File: config.mk
export PLATFORM = sky130hd
export DESIGN_NAME = sdram_arbiter
export DESIGN_NICKNAME = d
export VERILOG_FILES = /design/src/rtl/zx48_sdr_pkg.sv /design/src/rtl/sdram_refresh_timer.sv /design/src/rtl/sdram_arbiter.sv
export SDC_FILE = /design/constraint.sdc
export NUM_CORES = 1
export LEC_CHECK = 0
export ABC_AREA = 1
export BUFFER_PORTS_ARGS = -buffer_cell sky130_fd_sc_hd__buf_2
export CORE_MARGIN = 4
export CORE_UTILIZATION = 33
export CTS_BUF_LIST = sky130_fd_sc_hd__clkbuf_8 sky130_fd_sc_hd__clkbuf_16
export CTS_CLUSTER_SIZE = 24
export DETAILED_ROUTE_END_ITERATION = 10
export PLACE_DENSITY = 0.61
export SLEW_MARGIN = 20
export SYNTH_ARGS = -nofsm -noshare
export SYNTH_HDL_FRONTEND = slang
export SYNTH_SLANG_ARGS = --single-unit
File: constraint.sdc
create_clock -name clock -period 2.8 [get_ports clock]
set_clock_uncertainty 0.1 [all_clocks]
set_input_delay 0.56 -clock clock [delete_from_list [all_inputs] [get_ports clock]]
set_output_delay 0.56 -clock clock [all_outputs]
set_load 0.01 [all_outputs]
File: src/rtl/zx48_sdr_pkg.sv
// Shared types and widths for the SDRAM arbiter slice.
package zx48_sdr_pkg;

  localparam int ADDR_W = 24;
  localparam int DATA_W = 16;

  typedef enum logic [1:0] {
    IDLE,
    ISSUE,
    WAIT,
    DONE
  } state_t;

  typedef enum logic [1:0] {
    GNT_RF,
    GNT_P0,
    GNT_P1
  } gnt_t;

endpackage

File: src/rtl/sdram_refresh_timer.sv
// Periodic refresh request generator merged with an external refresh pulse.
module sdram_refresh_timer #(
  parameter int RFSH_PERIOD = 430
) (
  input  logic clock,
  input  logic reset,
  input  logic ready,
  input  logic rfsh_req,
  input  logic clr,
  output logic pend
);

  localparam int CNT_W = (RFSH_PERIOD > 2) ? $clog2(RFSH_PERIOD) : 1;

  logic [CNT_W-1:0] cnt;
  logic             pend_q;
  logic             wrap;

  assign wrap = ready && (cnt == CNT_W'(RFSH_PERIOD - 1));

  // A wrap or pulse is visible to the arbiter in the cycle it happens, so a
  // grant in that cycle consumes it and no second refresh is left behind.
  assign pend = pend_q | wrap | rfsh_req;

  always_ff @(posedge clock) begin
    if (reset) begin
      cnt    <= '0;
      pend_q <= 1'b0;
    end else begin
      if (ready) begin
        cnt <= wrap ? '0 : cnt + 1'b1;
      end
      if (clr) begin
        pend_q <= 1'b0;
      end else if (wrap || rfsh_req) begin
        pend_q <= 1'b1;
      end
    end
  end

endmodule

File: src/rtl/sdram_arbiter.sv
// Arbitrates refresh, CPU port 0 and DMA port 1 onto one SDRAM controller
// port, serialising every access into a fixed-length slot.
module sdram_arbiter
  import zx48_sdr_pkg::*;
#(
  parameter int SLOT        = 8,
  parameter int RFSH_PERIOD = 430,
  parameter int STARVE      = 4
) (
  input  logic              clock,
  input  logic              reset,
  input  logic              ready,
  input  logic              rfshReq,
  input  logic              req0,
  input  logic              we0,
  input  logic [ADDR_W-1:0] a0,
  input  logic [DATA_W-1:0] d0,
  output logic [DATA_W-1:0] q0,
  output logic              ack0,
  input  logic              req1,
  input  logic              we1,
  input  logic [ADDR_W-1:0] a1,
  input  logic [DATA_W-1:0] d1,
  output logic [DATA_W-1:0] q1,
  output logic              ack1,
  output logic              sdrRf,
  output logic              sdrRd,
  output logic              sdrWr,
  output logic [ADDR_W-1:0] sdrA,
  output logic [DATA_W-1:0] sdrD,
  input  logic [DATA_W-1:0] sdrQ,
  output logic              busy
);

  localparam int SW = (STARVE < 1) ? 1 : $clog2(STARVE + 1);

  if (SLOT < 2 || SLOT > 255) begin : g_slot_range
    $error("sdram_arbiter: SLOT must be in 2..255");
  end

  state_t        state, state_nxt;
  gnt_t          gnt, gnt_sel;
  logic          take;
  logic          rf_clr;
  logic          rf_pend;
  logic          we_l;
  logic          wait_done;
  logic          starved;
  logic [7:0]    wcnt;
  logic [SW-1:0] starve;

  sdram_refresh_timer #(
    .RFSH_PERIOD(RFSH_PERIOD)
  ) u_rfsh (
    .clock    (clock),
    .reset    (reset),
    .ready    (ready),
    .rfsh_req (rfshReq),
    .clr      (rf_clr),
    .pend     (rf_pend)
  );

  assign wait_done = (wcnt == 8'(SLOT - 2));
  assign starved   = req1 && (starve == SW'(STARVE));

  always_ff @(posedge clock) begin
    if (reset) begin
      state <= IDLE;
    end else begin
      state <= state_nxt;
    end
  end

  always_comb begin
    state_nxt = state;
    take      = 1'b0;
    gnt_sel   = GNT_P0;
    rf_clr    = 1'b0;
    sdrRf     = 1'b0;
    sdrRd     = 1'b0;
    sdrWr     = 1'b0;
    ack0      = 1'b0;
    ack1      = 1'b0;
    busy      = (state != IDLE);
    case (state)
      IDLE: begin
        if (ready) begin
          if (rf_pend) begin
            take    = 1'b1;
            gnt_sel = GNT_RF;
            rf_clr  = 1'b1;
          end else if (starved) begin
            take    = 1'b1;
            gnt_sel = GNT_P1;
          end else if (req0) begin
            take    = 1'b1;
            gnt_sel = GNT_P0;
          end else if (req1) begin
            take    = 1'b1;
            gnt_sel = GNT_P1;
          end
        end
        if (take) begin
          state_nxt = ISSUE;
        end
      end
      ISSUE: begin
        sdrRf     = (gnt == GNT_RF);
        sdrRd     = (gnt != GNT_RF) && !we_l;
        sdrWr     = (gnt != GNT_RF) && we_l;
        state_nxt = WAIT;
      end
      WAIT: begin
        if (wait_done) begin
          state_nxt = DONE;
        end
      end
      DONE: begin
        ack0      = (gnt == GNT_P0);
        ack1      = (gnt == GNT_P1);
        state_nxt = IDLE;
      end
      default: state_nxt = IDLE;
    endcase
  end

  // Grant latch, slot timer, starvation tracking and read-data capture.
  always_ff @(posedge clock) begin
    if (reset) begin
      gnt    <= GNT_RF;
      we_l   <= 1'b0;
      sdrA   <= '0;
      sdrD   <= '0;
      q0     <= '0;
      q1     <= '0;
      starve <= '0;
      wcnt   <= '0;
    end else begin
      if (take) begin
        gnt <= gnt_sel;
        case (gnt_sel)
          GNT_P0: begin
            we_l <= we0;
            sdrA <= a0;
            sdrD <= d0;
            if (req1 && (starve != SW'(STARVE))) begin
              starve <= starve + 1'b1;
            end
          end
          GNT_P1: begin
            we_l   <= we1;
            sdrA   <= a1;
            sdrD   <= d1;
            starve <= '0;
          end
          default: we_l <= 1'b0;
        endcase
      end

      if (state == ISSUE) begin
        wcnt <= '0;
      end else if (state == WAIT) begin
        wcnt <= wcnt + 1'b1;
      end

      if ((state == WAIT) && wait_done && !we_l) begin
        if (gnt == GNT_P0) begin
          q0 <= sdrQ;
        end else if (gnt == GNT_P1) begin
          q1 <= sdrQ;
        end
      end
    end
  end

endmodule

# Word-level counts from Yosys, hierarchy flattened
# Index checks and enable logic that the tools add are counted.
# Widths: inputs -> output; s select.
[word_totals]
elab_cells = 82
inputBits = 104
register_bits = 98
output_inout_bits = 78
[classes]
eq_ne = 14
bitwise = 3
mux = 30
n_addsub = 3
n_reduce_logical = 21
[op_table]
columns = ["operator", "n"]
rows = [
  ["$pmux 24 s2", 1],
  ["$pmux 16 s2", 1],
  ["$mux 2", 8],
  ["$mux 1", 15],
  ["$add 9x1->9 const B", 1],
  ["$eq 9x9->1 const B", 1],
  ["$mux 9", 1],
  ["$add 8x1->8 const B", 1],
  ["$eq 2x2->1 const B", 4],
  ["$eq 8x3->1 const B", 1],
  ["$pmux 2 s4", 1],
  ["$logic_and 1x1->1", 7],
  ["$eq 2x1->1 const B", 3],
  ["$pmux 3 s2", 1],
  ["$reduce_and 2->1", 3],
  ["$reduce_and 3->1", 2],
  ["$reduce_bool 2->1", 3],
  ["$logic_not 2->1", 2],
  ["$ne 2x2->1 const B", 2],
  ["$reduce_or 2->1", 2],
  ["$add 3x1->3 const B", 1],
  ["$eq 3x3->1 const B", 1],
  ["$mux 3", 1],
  ["$ne 3x3->1 const B", 1],
  ["other kinds (6)", 7],
]

# Depth between registers and ports, before layout
# Gate-level depths: netlist of the first run.
[depth]
word_depth = 10
mapped_depth = 12
mapped_depth_nobuf = 12

# By module
# Synthesis of the first run repeated with hierarchy kept, for this count alone.
[unflattened]
cells_unflattened = 635
area_unflattened_um2 = 4720.8
[modules_own_cells]
columns = ["module", "area_each_um2", "n_inst", "seq_area_each_um2", "cells_per_inst"]
rows = [
  ["sdram_arbiter", 4182.8, 1, 1761.7, 566],
  ["sdram_refresh_timer", 538.0, 1, 200.2, 69],
]

# Least setup slack after synthesis of the first run
# No wires, ideal clock.
[synth_timing]
path_kind = "register to register"
start = "register state[0]"
end = "register q0[10]"
t_arrival_ns = 1.393
setup_slack_ns = 1.179
period_less_slack_ns = 1.621
stages_incl_launch_ff = 10
setup_ns = 0.128
n_path_buf = 2
required_time_ns = 2.572
cell_sequence = "dfxtp_1 inv_1 ha_1 clkbuf_2 inv_1 nor2_1 nand3_1 buf_2 o21ai_0 a21oi_1"
[synth_between]
elab_chain_cells = 4
[synth_lines]
columns = ["element", "line", "text"]
rows = [
  ["from (decl)", "sdram_arbiter.sv:41", "state_t state, state_nxt;"],
  ["from (signal assigned)", "sdram_arbiter.sv:70", "state <= state_nxt;"],
  ["$eq 2x2->1", "sdram_arbiter.sv:166", "if ((state == WAIT) && wait_done && !we_l) begin"],
  ["$logic_and 1x1->1 (2 in a row)", "sdram_arbiter.sv:166", ""],
  ["$reduce_and 2->1 (no line)", "-", ""],
  ["to (signal assigned)", "sdram_arbiter.sv:168", "q0 <= sdrQ;"],
  ["to (decl)", "sdram_arbiter.sv:18", "output logic [DATA_W-1:0] q0,"],
]
# Every way passes these cells.
# A chain may end at the register's enable or synchronous reset.

# Final worst setup path of the first run
[layout_timing]
start = "register state[0]"
end = "register starve[1]"
[layout_between]
elab_chain_cells = 5
elab_cells_between_ends = 9
classes_between = "eq/ne (3); mux (3); reduce/logical (3)"
[layout_lines]
columns = ["element", "line", "text"]
rows = [
  ["$logic_not 2->1 (*)", "sdram_arbiter.sv:85", "case (state)"],
  ["$mux 2", "sdram_arbiter.sv:85", ""],
  ["$eq 2x1->1 / $eq 2x2->1 (equally long branches)", "sdram_arbiter.sv:141", "case (gnt_sel)"],
  ["$ne 2x2->1 (no line) / $reduce_bool 2->1 (equally long branches)", "-", ""],
  ["$reduce_and 3->1 (no line)", "-", ""],
  ["to (signal assigned)", "sdram_arbiter.sv:147", "starve <= starve + 1'b1;"],
  ["to (decl)", "sdram_arbiter.sv:50", "logic [SW-1:0] starve;"],
]
# Every way passes the cells marked *; elsewhere a longest branch is shown, timed or not.

==> results by stage, run 1 <==
Status:
- The run finished with clean final reports.

Routing:
- The detailed-route wire length is ~12000 microns.
- In this run, the number of DRC markers left after iteration 0 of detailed routing was 175.
- Dividing the detail-routed wire length by the instance count gives between 10 and 15 microns.
- For this run, design rule violations remaining after detail routing come to 0.
- Once detail routing completed, the nets flagged for antenna violations numbered 0.
- The length of the first detailed-routing pass in iterations is 4.
- Summing over every cut layer, the via total after detailed routing is between 4000 and 5000.
- The ratio of routed vias to standard cells is roughly 4.4.

Floorplanning:
- The floorplan has 43 rows.
- The die is about 130 microns tall.
- For this configuration, the core starts out at a cell density of 33.68%.
- The die width is between 100 and 150 microns.
- In this run the standard cell core region covers roughly 0.014 sq mm.
- The number of top-level pins is about 180.
- The die area is approximately 0.016 sq mm.

Setup path:
- In this design, the critical path's most frequently occurring cell is nand2_1.
- The maximum fanout encountered on the critical timing path is 46.
- STA puts the critical path data arrival time at about 2400 ps.
- The critical path is of the reg -> reg type.
- The count of cell instances traversed by the critical path is 10.
- Traced cell by cell, the critical path runs through inv_1 -> ha_1 -> nand2_2 -> inv_2 -> nand4_4 -> inv_2 -> nand2_1 -> nand2_1 -> nand2_1 -> nor2_1.
- The kind of end point of the critical path is a register.
- The slowest cell on the critical path is inv_2.
- On the critical path the largest part of the delay comes from buffers and inverters.
- The data required time of the worst path is around 3000 ps.
- The delay contributed by the slowest stage of the critical path is between 600 and 700 ps.
- The depth of the worst register-to-register path is 10.
- STA classifies the critical path startpoint as a register.
- The critical path contains buffers and inverters numbering 3 combined.

Power and ir drop:
- The relative contribution of sequential cells to total power is 43.6%.
- The static power due to leakage is about 3 nW.
- The internal power consumption is roughly 2.5 mW.
- The switching power share of the total is 30.24%.
- VDD sags by at most ~310 uV.
- The combinational power share is roughly a fifth.
- The power dissipated by switching net loads is 1.064 mW.
- The clock network burns between 30 and 40% of the power.
- For this design the ratio of total power to cell area is 587.3 mW/mm^2.

Timing:
- The actual transition at the worst max-transition pin is 840.6 ps.
- The number of failing hold endpoints at the final stage is 0.
- The smallest clock period supported by the final layout is computed as between 2000 and 2500 ps.
- Static timing analysis puts the maximum clock frequency at between 400 and 500 MHz.
- The max-slew violation count was 0.
- The tightest slew margin relative to the limit is between 40 and 50%.
- The ratio of final minimum period to clock period is around four fifths.
- Setup repair after global routing left no endpoint under its margin.
- The count of final setup violators is 0.
- Setup total negative slack on the finished layout was measured at 0 ps.

Place:
- The number of placed instances, taps included is about 1000.
- Routability-driven placement finished with a final weighted congestion of ~0.8.
- The HPWL after detailed placement is approximately 8500 microns.
- The number of port buffers is around 180.

Synthesis:
- The post-synthesis sequential area ratio is about two fifths.
- Summed over all instances, the cell type with the most area after synthesis is dfxtp_1.
- The number of nets in the synthesized netlist is ~800.
- The area share of the largest cell type after synthesis is 41.97%.
- The average instance in the mapped netlist occupies 6.854 sq um.
- The synthesized design contains 0 enable-type register cells.
- In the post-synthesis netlist, the biggest area contributors are dfxtp_1 (42%), nand2_1 (13%), inv_1 (11%), a21oi_1 (9.4%), nand3_1 (5.8%).
- The commonest cells after synthesis are nand2_1 (163), inv_1 (142), dfxtp_1 (98).
- The post-synthesis cell area is between 0.004 and 0.005 sq mm.
- The number of cells produced by synthesis is just under 700.
- The Yosys step of the flow raised 0 warnings.
- For this run, the leading register cell type out of synthesis is dfxtp_1.
- The number of distinct library cell variants in the gate-level netlist after synthesis is 34.
- The share of async-settable or async-resettable flops after synthesis is 0%.
- Among all cell types in the netlist, the one instantiated most often is nand2_1.
- The number of register bits inferred by synthesis is between 90 and 100.

Clocking:
- The clock-pin slew on the worst setup and hold paths is about 70 ps.
- The count of cells resized by post-cts repair is 0.
- TritonCTS built the clock tree.
- Clock tree synthesis inserted a total of 9 buffers.
- The buffer depth of the longest clock path is 2.
- The clock latency on the worst-skew pair is 340 ps.
- In this run the post-CTS setup repair buffer count came out at 0.
- The count of hold-fix buffers inserted at cts is 0.
- The clock root buffer is clkbuf_16.
- The H-tree level count is 3.
- The clock net sink count is 98.

Global route:
- The number of antenna violations at the first check in global routing came to 0.
- The global-route wire length before repair is roughly 20000 microns.
- The number of global-route vias before repair came to roughly 4300.
- The maximum number of pins on one net before global-route repair is 47.
- Across every metal layer, demand over resource in global routing totals about 15%.
- For this run the aggregate overflow at the end of global routing stands at 0.

Cells and area:
- The synthesis-to-finish area growth is 28.10%.
- The number of filler cells placed in the layout is approximately 1500.
- The multi-input combinational cells in the finished layout cover a total of roughly 0.0020 sq mm.
- 0 antenna diodes ended up in the layout.
- The non-filler instance count after layout is between 1000 and 1500.
- In the final layout, the share of cells above drive strength 1 is around a quarter.
- In the final design database the tool counted between 900 and 1000 nets.
- Summing all flip-flop and latch instances after layout gives 0.001962 sq mm.

Job:
- The tool flagged a number of max-cap violations equal to 0.

Worst hold path:
- The worst hold path class is reg -> reg.
- The worst hold path passes through 2 cells.
-- registers in the layout, summed over array words and instances, names as in the netlist, 3 cells and up --
name	flops
wcnt	8
q1	16
u_rfsh.cnt	9
sdrD	16
sdrA	24
starve	3
q0	16
-- placed cells by master (no fill, tap or decap), types with 3 or more instances in the layout --
cell,n
buf_2,181
nand2_1,163
inv_1,142
dfxtp_1,98
a21oi_1,88
nand3_1,54
o21ai_0,33
nor2_1,23
ha_1,11
nor3_1,9
clkbuf_16,9
buf_4,5
inv_6,3
-- layout make-up --
cell class	count	area share (%)
Clock buffer	9	3.761
Clock inverter	7	1.379
Inverter	144	9.026
Multi-Input combinational cell	408	33.22
Sequential cell	98	32.76
Tap cell	180	3.761
Timing Repair Buffer	187	16.09
-- power groups by stage --
stage	Sequential, mW	Combinational [mW]	Clock [mW]
after floorplan	1.58	0.448	0
after global placement	1.56	0.711	0
after detailed placement	1.57	0.711	0
after CTS	1.53	0.715	1.35
after global routing	1.54	0.799	1.39
final	1.53	0.698	1.29
-- cells by family (layout without fill, tap and decap cells) --
family | count (synthesis) | count (layout) | synth area share (%)
xor gates and xnor gates | 3 | 3 | 0.5622
AOI/OAI and AO/OA | 129 | 129 | 14.13
buffers and inverters | 176 | 347 | 15.47
adders and majority gates | 11 | 11 | 2.944
DFF | 98 | 98 | 41.97
and+or+nand+nor | 265 | 265 | 24.92
-- layer usage --
metal / part of all wire, % / vias up / GRT usage (%)
li1: - / 2442 / -
met2: 44 / 141 / 23.69
met3: 8.5 / 18 / 3.888
met5: 0 / - / 0
met1: 46 / 1966 / 18.56
met4: 1.7 / 0 / 5.426
-- worst min-delay path: cells and delay by family, from the launching register on --
| kind | cells | cell delay (ps) |
|---|---|---|
| AO/OA/AOI/OAI | 1 | 50 |
| flip-flops | 1 | 310 |
| buffers and inverters | 1 | 40 |
-- per-stage QoR --
stage               setup WS, ps  instance area (sq um)  hold slack, ps  utilization (%)  total power [mW]
global placement           491.5                   5680           328.7            40.92             2.275
finish                     563.6                   5988           341.3            43.14             3.517
floorplan                   1179                   4674           326.9                -             2.032
global route               324.8                   5988           363.7            43.14             3.738
CTS                        525.6                   5988           343.9            43.14             3.594
detailed placement         454.6                   5680           331.9            40.92             2.277
-- path summary, 6_finish.rpt --
kind,startpoint,to,slack [ps]
hold / removal,q0[10],q0[10],340
setup reg to reg,state[0],starve[1],560
setup / recovery,state[0],starve[1],560
hold reg to reg,q0[10],q0[10],340
No activity file was read; power rests on OpenSTA's default activity.
==> inputs of run 2 (changes only) <==
- PLACE_DENSITY: 0.61 -> 0.63
- clock period: 2.8 -> 1.9 ns (I/O delays scaled with it)
==> run 2 against run 1 <==
Clock power is 40% higher. Critical endpoint is now sdrRd. Sequential share of layout area fell by 1.4 points. Highest routed layer unchanged. Register-to-register slack worse by 440 ps. Wire length is 6.5% higher. Power grew 50%. Cell area grew 4.9%. Utilization increased by 2.1 points. Die area did not move. Critical path depth shrank 5. Combinational power up 73%.
==> results by stage, run 2 (synthesis gave the netlist of run 1 again) <==
Status:
- The run finished with clean final reports.

Place:
- The routability-driven placement congestion ratio is approximately 0.82.
- Port buffering added around 180 buffers.
- The detailed placer's ending HPWL is around 8900 microns.
- Once placement finished, the instance area stood at 0.005826 sq mm.

Cells and area:
- The layout cell share with drive strength beyond 1 is between 20% and 30%.
- In the layout the commonest cells are buf_2 (181), nand2_1 (160), inv_1 (139).
- Compared with the post-synthesis result, the final layout area differs by 34.37%.
- In the final design database the tool counted roughly 1000 nets.
- The register containing the most flip-flops in the final layout is sdrA.
- The number of filler cells placed in the layout is about 1500.
- Summing all flip-flop and latch instances after layout gives ~0.0020 sq mm.
- Leaving out fill and tap cells, the most frequent cell in the layout is buf_2.
- The repair_antennas step left the layout with diodes totalling 0.
- The cell area after layout is roughly 0.0063 sq mm.
- The flip-flop count of the largest register, all copies and words added is 24.
- In the final layout, the multi-input gates occupy around 0.0020 sq mm.

Power and ir drop:
- For this design the total switching power over the nets is about 1.7 mW.
- In this run the power density over the cells is ~840 mW/mm^2.
- The combinational power share is approximately 23%.
- Internal power comes to between 3 and 4 mW.
- The relative contribution of sequential cells to total power is 42.9%.
- The sum of internal, switching and leakage power is ~5.3 mW.
- Across the VDD grid, the largest voltage drop is roughly 550 uV.
- Of the total power, the share spent switching nets is around 31%.
- The static power due to leakage is 3.131 nW.
- Per report_power, the clock group accounts for between 30% and 40% of the total.

Setup path:
- Among all stages on the critical path, the largest delay is contributed by dfxtp_1.
- The largest single stage delay on the critical path is ~310 ps.
- The startpoint identified for the worst register-to-register timing path is starve[1].
- The data required time of the worst path is ~1400 ps.
- Data arrives at the worst endpoint at about 1300 ps.
- In this run the critical register-to-register path is captured at sdrA[2].
- The class of the most critical setup path is reg -> out.
- The kind of end point of the critical path is a primary output.
- The maximum fanout encountered on the critical timing path is 3.
- The kind of start point of the critical path is a register.
- The critical path goes through inv_1 -> ha_4 -> inv_1 -> nor3_2 -> buf_2.
- The cell seen most often among critical-path stages is inv_1.
- The number of cells on the worst reg-to-reg path is 13.
- The minimum setup slack among reg-to-reg paths is ~120 ps.

Worst hold path:
- The startpoint identified for the worst hold timing path is sdrQ[0].
- The tightest min-delay check is of the in -> reg type.
- The endpoint with the worst hold slack is q0[0].
- Counting instances, the worst hold path has a depth of 3.

Floorplanning:
- The die area is 0.01613 sq mm.
- The die width is approximately 130 microns.
- In this run the count of I/O pins placed on the die edge is 182.
- The height of the die is ~130 microns.
- The number of rows in the core area is between 40 and 50.
- The core region is roughly 0.014 sq mm.
- The initial standard-cell utilization of the core is ~34%.

Clocking:
- In this run, CTS created clock tree buffers numbering 9.
- The CTS tree is done.
- The later pin in the worst-skew pair is clocked with a latency of 340 ps.
- The clock net sink count is 98.
- The clock-pin slew on the worst setup and hold paths is 70 ps.
- The H-tree was split into 3 levels.
- The clock root buffer is clkbuf_16.
- The buffer depth of the longest clock path is 2.

Routing:
- The detailed-route wire length is 12780 microns.
- The length of the first detailed-routing pass in iterations is 5.
- The count of nets left with antenna violations once routing finished came out at 0.
- Summing over every cut layer, the via total after detailed routing is about 4700.
- In the final routed layout, each cell accounts on average for roughly 12 microns.
- The number of DRC violations after detailed-routing iteration 0 is 240.
- Using the TritonRoute via totals, the vias-per-cell ratio works out to between 4 and 5.
- The number of DRC violations after detailed routing is 0.

Job:
- The number of max-cap violations is 0.

Timing:
- Measured against its own limit, the worst slew margin works out to between 70 and 80%.
- In the final timing run, aggregate negative setup slack is 0 ps.
- Counting I/O delays and the setup requirement, the final critical path takes roughly 1800 ps.
- The peak clock frequency supported by timing is approximately 560 MHz.
- The max-slew violation count is 0.
- The count of final setup violators is 0.
- At the pin with the least slew margin, the transition time is about 430 ps.
- The number of failing hold endpoints at the final stage was 0.
- The ratio of final minimum period to clock period is between 90% and 100%.

Global route:
- The number of global-route vias before repair came to roughly 4300.
- The first global-routing pass estimated 19820 microns of wire.
- For this run, the total global-route usage over all layers was measured as between 10 and 15%.
- Entering global routing, the biggest net connects between 40 and 50 pins.
- The final global-route overflow total is 0.
- The number of antenna violations at the first check in global routing is 0.
## run 2: cell count changes in the layout (fill, tap and decap cells not counted), sizes merged
cell      change
buf          +13
inv           +1
bufinv        -1
clkinv        +1
clkinvlp      -1
clkbuf        +3
## run 2: critical path, delay by kind of cell, from the launching register on
family	cells	cell delay (ps)
adder cells (fa/ha/maj)	1	160
buffers and inverters	3	340
flip-flops	1	310
AND/OR/NAND/NOR	1	160
## run 2: power by group through the flow
| stage | logic, mW | clock network, mW | registers [mW] |
|---|---|---|---|
| 6_report | 1.21 | 1.81 | 2.27 |
| 5_1_grt | 1.38 | 1.95 | 2.28 |
| 2_1_floorplan | 0.660 | 0 | 2.34 |
| 3_5_place_dp | 1.14 | 0 | 2.30 |
| 4_1_cts | 1.15 | 1.88 | 2.25 |
| 3_3_place_gp | 1.14 | 0 | 2.30 |
## run 2: timing repair
action | 4_1_cts | 5_1_grt
setup buffers | 0 | 1
resized for setup | 0 | 21
endpoints found under the setup margin | 0 | 32
hold buffers | 0 | 0
## run 2: worst max-delay path by stage
stage	from	end	slack, ps	cells past startpoint
final	state[1]	sdrRd	100	5
after global routing	starve[0]	sdrD[2]	-4	13
after CTS	state[1]	sdrRd	20	5
after detailed placement	state[0]	sdrA[7]	130	9
after global placement	starve[0]	we_l	150	13
after floorplan	state[0]	q0[10]	280	9
## run 2: metrics by stage
stage	worst slack (ps)	hold slack, ps	cells	utilization, %
2_1_floorplan	278.8	326.9	682	-
3_3_place_gp	152.6	329.3	1028	41.97
3_5_place_dp	131.0	334.7	1028	41.97
4_1_cts	22.76	202.9	1044	44.08
5_1_grt	-3.866	230.2	1049	45.25
6_report	104.6	215.3	1049	45.25
## run 2: area by class of cell
class / instances / area share, %
multi-input combinational: 408 / 32.33
sequential: 98 / 31.33
timing repair buffer: 203 / 19.40
inverter: 144 / 8.685
clock buffer: 9 / 3.586
tap: 180 / 3.586
clock inverter: 7 / 1.076
## run 2: routing by layer
metal	up-vias	GRT usage [%]	wire (microns)
li1	2480	-	-
met1	2027	18.77	5810
met2	131	24.60	5848
met3	12	4.431	941
met4	0	4.164	183
met5	-	0	0
==> inputs of run 3 (changes only) <==
- CELL_PAD_IN_SITES_DETAIL_PLACEMENT: not set -> 1
- CELL_PAD_IN_SITES_GLOBAL_PLACEMENT: not set -> 2
- CORE_UTILIZATION: 33 -> 23
- PLACE_DENSITY: 0.63 -> 0.8
==> run 3 against run 2 <==
Via count is 2.7% higher. Worst setup slack worse by 22 ps. Clock power is 4% higher. Worst hold slack worse by 1.3 ps. Count of clock-buffer cells in the layout is 1 higher. Sequential power hardly changed. Die area is 41% higher. Largest cell class unchanged.
==> results by stage, run 3 (synthesis gave the netlist of run 1 again) <==
Setup path:
- The maximum fanout encountered on the critical timing path is 3.
- The critical path is of the reg -> out type.
- Tracing the worst setup path back leads to its startpoint at state[0].
- The kind of end point of the critical path is a primary output.
- In this run the critical register-to-register path is captured at starve[2].
- The critical path ends at sdrRd.
- STA puts the critical path data required time at ~1400 ps.
- The worst register-to-register path begins at state[0].
- The setup check on the worst reg-to-reg path leaves a slack of 130 ps.
- Measured in cells, the most critical reg-to-reg path has a length of 10.
- The signal arrival time at the worst endpoint is approximately 1300 ps.
- The worst setup path is launched from a register.

Clocking:
- The clock reaches the later pin of the worst-skew pair after 340 ps.
- The buffer depth of the longest clock path is 2.
- In this run, CTS created clock tree buffers numbering 9.
- Clock-pin slew was measured on the worst setup and hold paths at ~70 ps.
- The clock root buffer is clkbuf_16.
- Counting every sink on the clock net gives 98.
- The H-tree level count is 3.
- The CTS tree is done.

Cells and area:
- The cell area after layout is around 0.0064 sq mm.
- The library cell used most frequently in the layout, excluding fill and tap cells, is buf_2.
- The flip-flop count of the largest register, all copies and words added is 24.
- Counting flops per register, the top entry is sdrA.
- The number of antenna cells inserted is 0.
- The final layout contains 983 nets.
- The layout cell share with drive strength beyond 1 is roughly 28%.
- The top cell types in the final layout, fill and taps aside, are buf_2 (181), nand2_1 (162), inv_1 (138).
- The synthesis-to-finish area growth is 37.87%.

Timing:
- The final sum of negative setup slack is 0 ps.
- The worst setup slack after layout is between 80 and 90 ps.
- The ratio of final minimum period to clock period is a little over nine tenths.
- The max-slew violation count is 0.
- Timing would allow up to 550.1 MHz.
- The final-layout worst hold slack is between 200 and 250 ps.
- The clock period could shrink to roughly 1800 ps.
- At the pin with the least slew margin, the transition time is approximately 430 ps.
- Headroom to the max-slew limit came out at a little under three quarters.
- The number of failing hold endpoints at the final stage was 0.
- Setup violations remaining at the end of the flow were counted as 0.
- Setup repair after global routing could not meet its margin everywhere.

Power and ir drop:
- The clock network burns 34.9% of the power.
- The static power due to leakage is between 3 and 4 nW.
- The power dissipated by switching net loads is 1.640 mW.
- Internal power comes to roughly 3.8 mW.
- Sequential cells burn approximately two fifths of the power.
- The switching power share of the total is a little under a third.
- The worst supply voltage drop on vdd is between 400 and 500 uV.
- Power spread over the standard cell area amounts to 838.8 mW/mm^2.
- The combinational power share is 23.2%.

Routing:
- In the final routed layout, each cell accounts on average for between 10 and 15 microns.
- The length of the first detailed-routing pass in iterations is 4.
- The final route contains roughly 4800 vias.
- The post-route antenna net violation count is 0.
- The wire length on met1 is 6759 microns.
- The detailed-route wire length is around 16000 microns.
- Summed over all nets, wire length on met3 after detailed routing comes to between 600 and 700 microns.
- Using the TritonRoute via totals, the vias-per-cell ratio works out to roughly 4.2.
- The number of DRC violations after detailed-routing iteration 0 is approximately 130.
- In this run the top signal layer used is met5.
- In the routed design, unresolved DRC markers number 0.
- Detailed routing placed a total of between 8000 and 9000 microns of wire on met2.

Place:
- The worst slack at placement is 73.76 ps.
- The detailed placer's ending HPWL is 11070 microns.
- The number of port buffers is approximately 180.
- The placed cell area is 0.005937 sq mm.
- The congestion estimate from routability-driven global placement came to between 0.7 and 0.8.

Floorplanning:
- The die width is approximately 150 microns.
- The die area is about 0.023 sq mm.
- The area of the core is between 0.015 and 0.02 sq mm.
- The height of the die is 150.6 microns.
- The initial utilization of the core area, before any placement, comes to a little under a quarter.
- The floorplan has 51 rows.
- The number of top-level pins is between 150 and 200.

Job:
- The tool flagged a number of max-cap violations equal to 0.

Global route:
- The maximum number of pins on one net before global-route repair is 44.
- The total overflow left after global routing is 0.
- The number of antenna violations at the first check in global routing came to 1.
- The number of global-route vias before repair is slightly below 5000.
- The first global-routing pass estimated between 20000 and 25000 microns of wire.
- The overall global routing resource usage is a little over an eighth.

Worst hold path:
- In this run the worst hold path is classified as in -> reg.

Status:
- The run finished with clean final reports.
==> run 3: area by class of cell <==
| class | count | area, sq um |
|---|---|---|
| Fill cell | 2520 | 13270 |
| Timing Repair Buffer | 207 | 1286 |
| Multi-Input combinational cell | 408 | 2016 |
| Clock buffer | 10 | 239.0 |
| Tap cell | 265 | 331.6 |
| Sequential cell | 98 | 1966 |
| Clock inverter | 5 | 63.81 |
| Inverter | 144 | 543.0 |
==> run 3: stage by stage <==
| stage | std cells | power (mW) | util, % |
|---|---|---|---|
| 2_1_floorplan | 682 | 2.995 | - |
| 3_3_place_gp | 1112 | 3.475 | 30.11 |
| 3_5_place_dp | 1112 | 3.492 | 30.11 |
| 4_1_cts | 1127 | 5.426 | 31.65 |
| 5_1_grt | 1137 | 5.765 | 32.69 |
| 6_report | 1137 | 5.406 | 32.69 |
==> run 3: timing repair <==
item / 4_1_cts / 5_1_grt
resized for setup: 0 / 17
setup buffers: 0 / 3
endpoints found under the setup margin: 0 / 67
hold buffers: 0 / 0
==> run 3: how the worst min path moves through the flow <==
stage | startpoint | to | slack (ps) | cells past startpoint
final | sdrQ[0] | q0[0] | 210 | 3
after detailed placement | q0[0] | q0[0] | 340 | 2
after floorplan | u_rfsh.cnt[8] | u_rfsh.cnt[8] | 330 | 1
after global routing | sdrQ[9] | q0[9] | 220 | 3
after global placement | q0[1] | q0[1] | 330 | 2
after CTS | sdrQ[0] | q0[0] | 200 | 3
==> run 3: per-layer routing <==
metal | vias to the layer above | track usage [%]
met2 | 76 | 24.49
met3 | 18 | 2.769
met1 | 2201 | 15.02
met5 | - | 0
li1 | 2478 | -
met4 | 2 | 3.980
==> run 3: critical path, stage by stage, from the launching register on <==
cell and delay [ps]:
dfxtp_2 330, buf_4 110, ha_2 170, inv_1 70, nor3_1 160, buf_2 160
==> run 3: power by group through the flow <==
stage | Combinational [mW] | Clock (mW) | Sequential, mW
2_1_floorplan | 0.660 | 0 | 2.34
3_3_place_gp | 1.18 | 0 | 2.30
3_5_place_dp | 1.19 | 0 | 2.30
4_1_cts | 1.20 | 1.97 | 2.26
5_1_grt | 1.44 | 2.05 | 2.28
6_report | 1.26 | 1.89 | 2.26
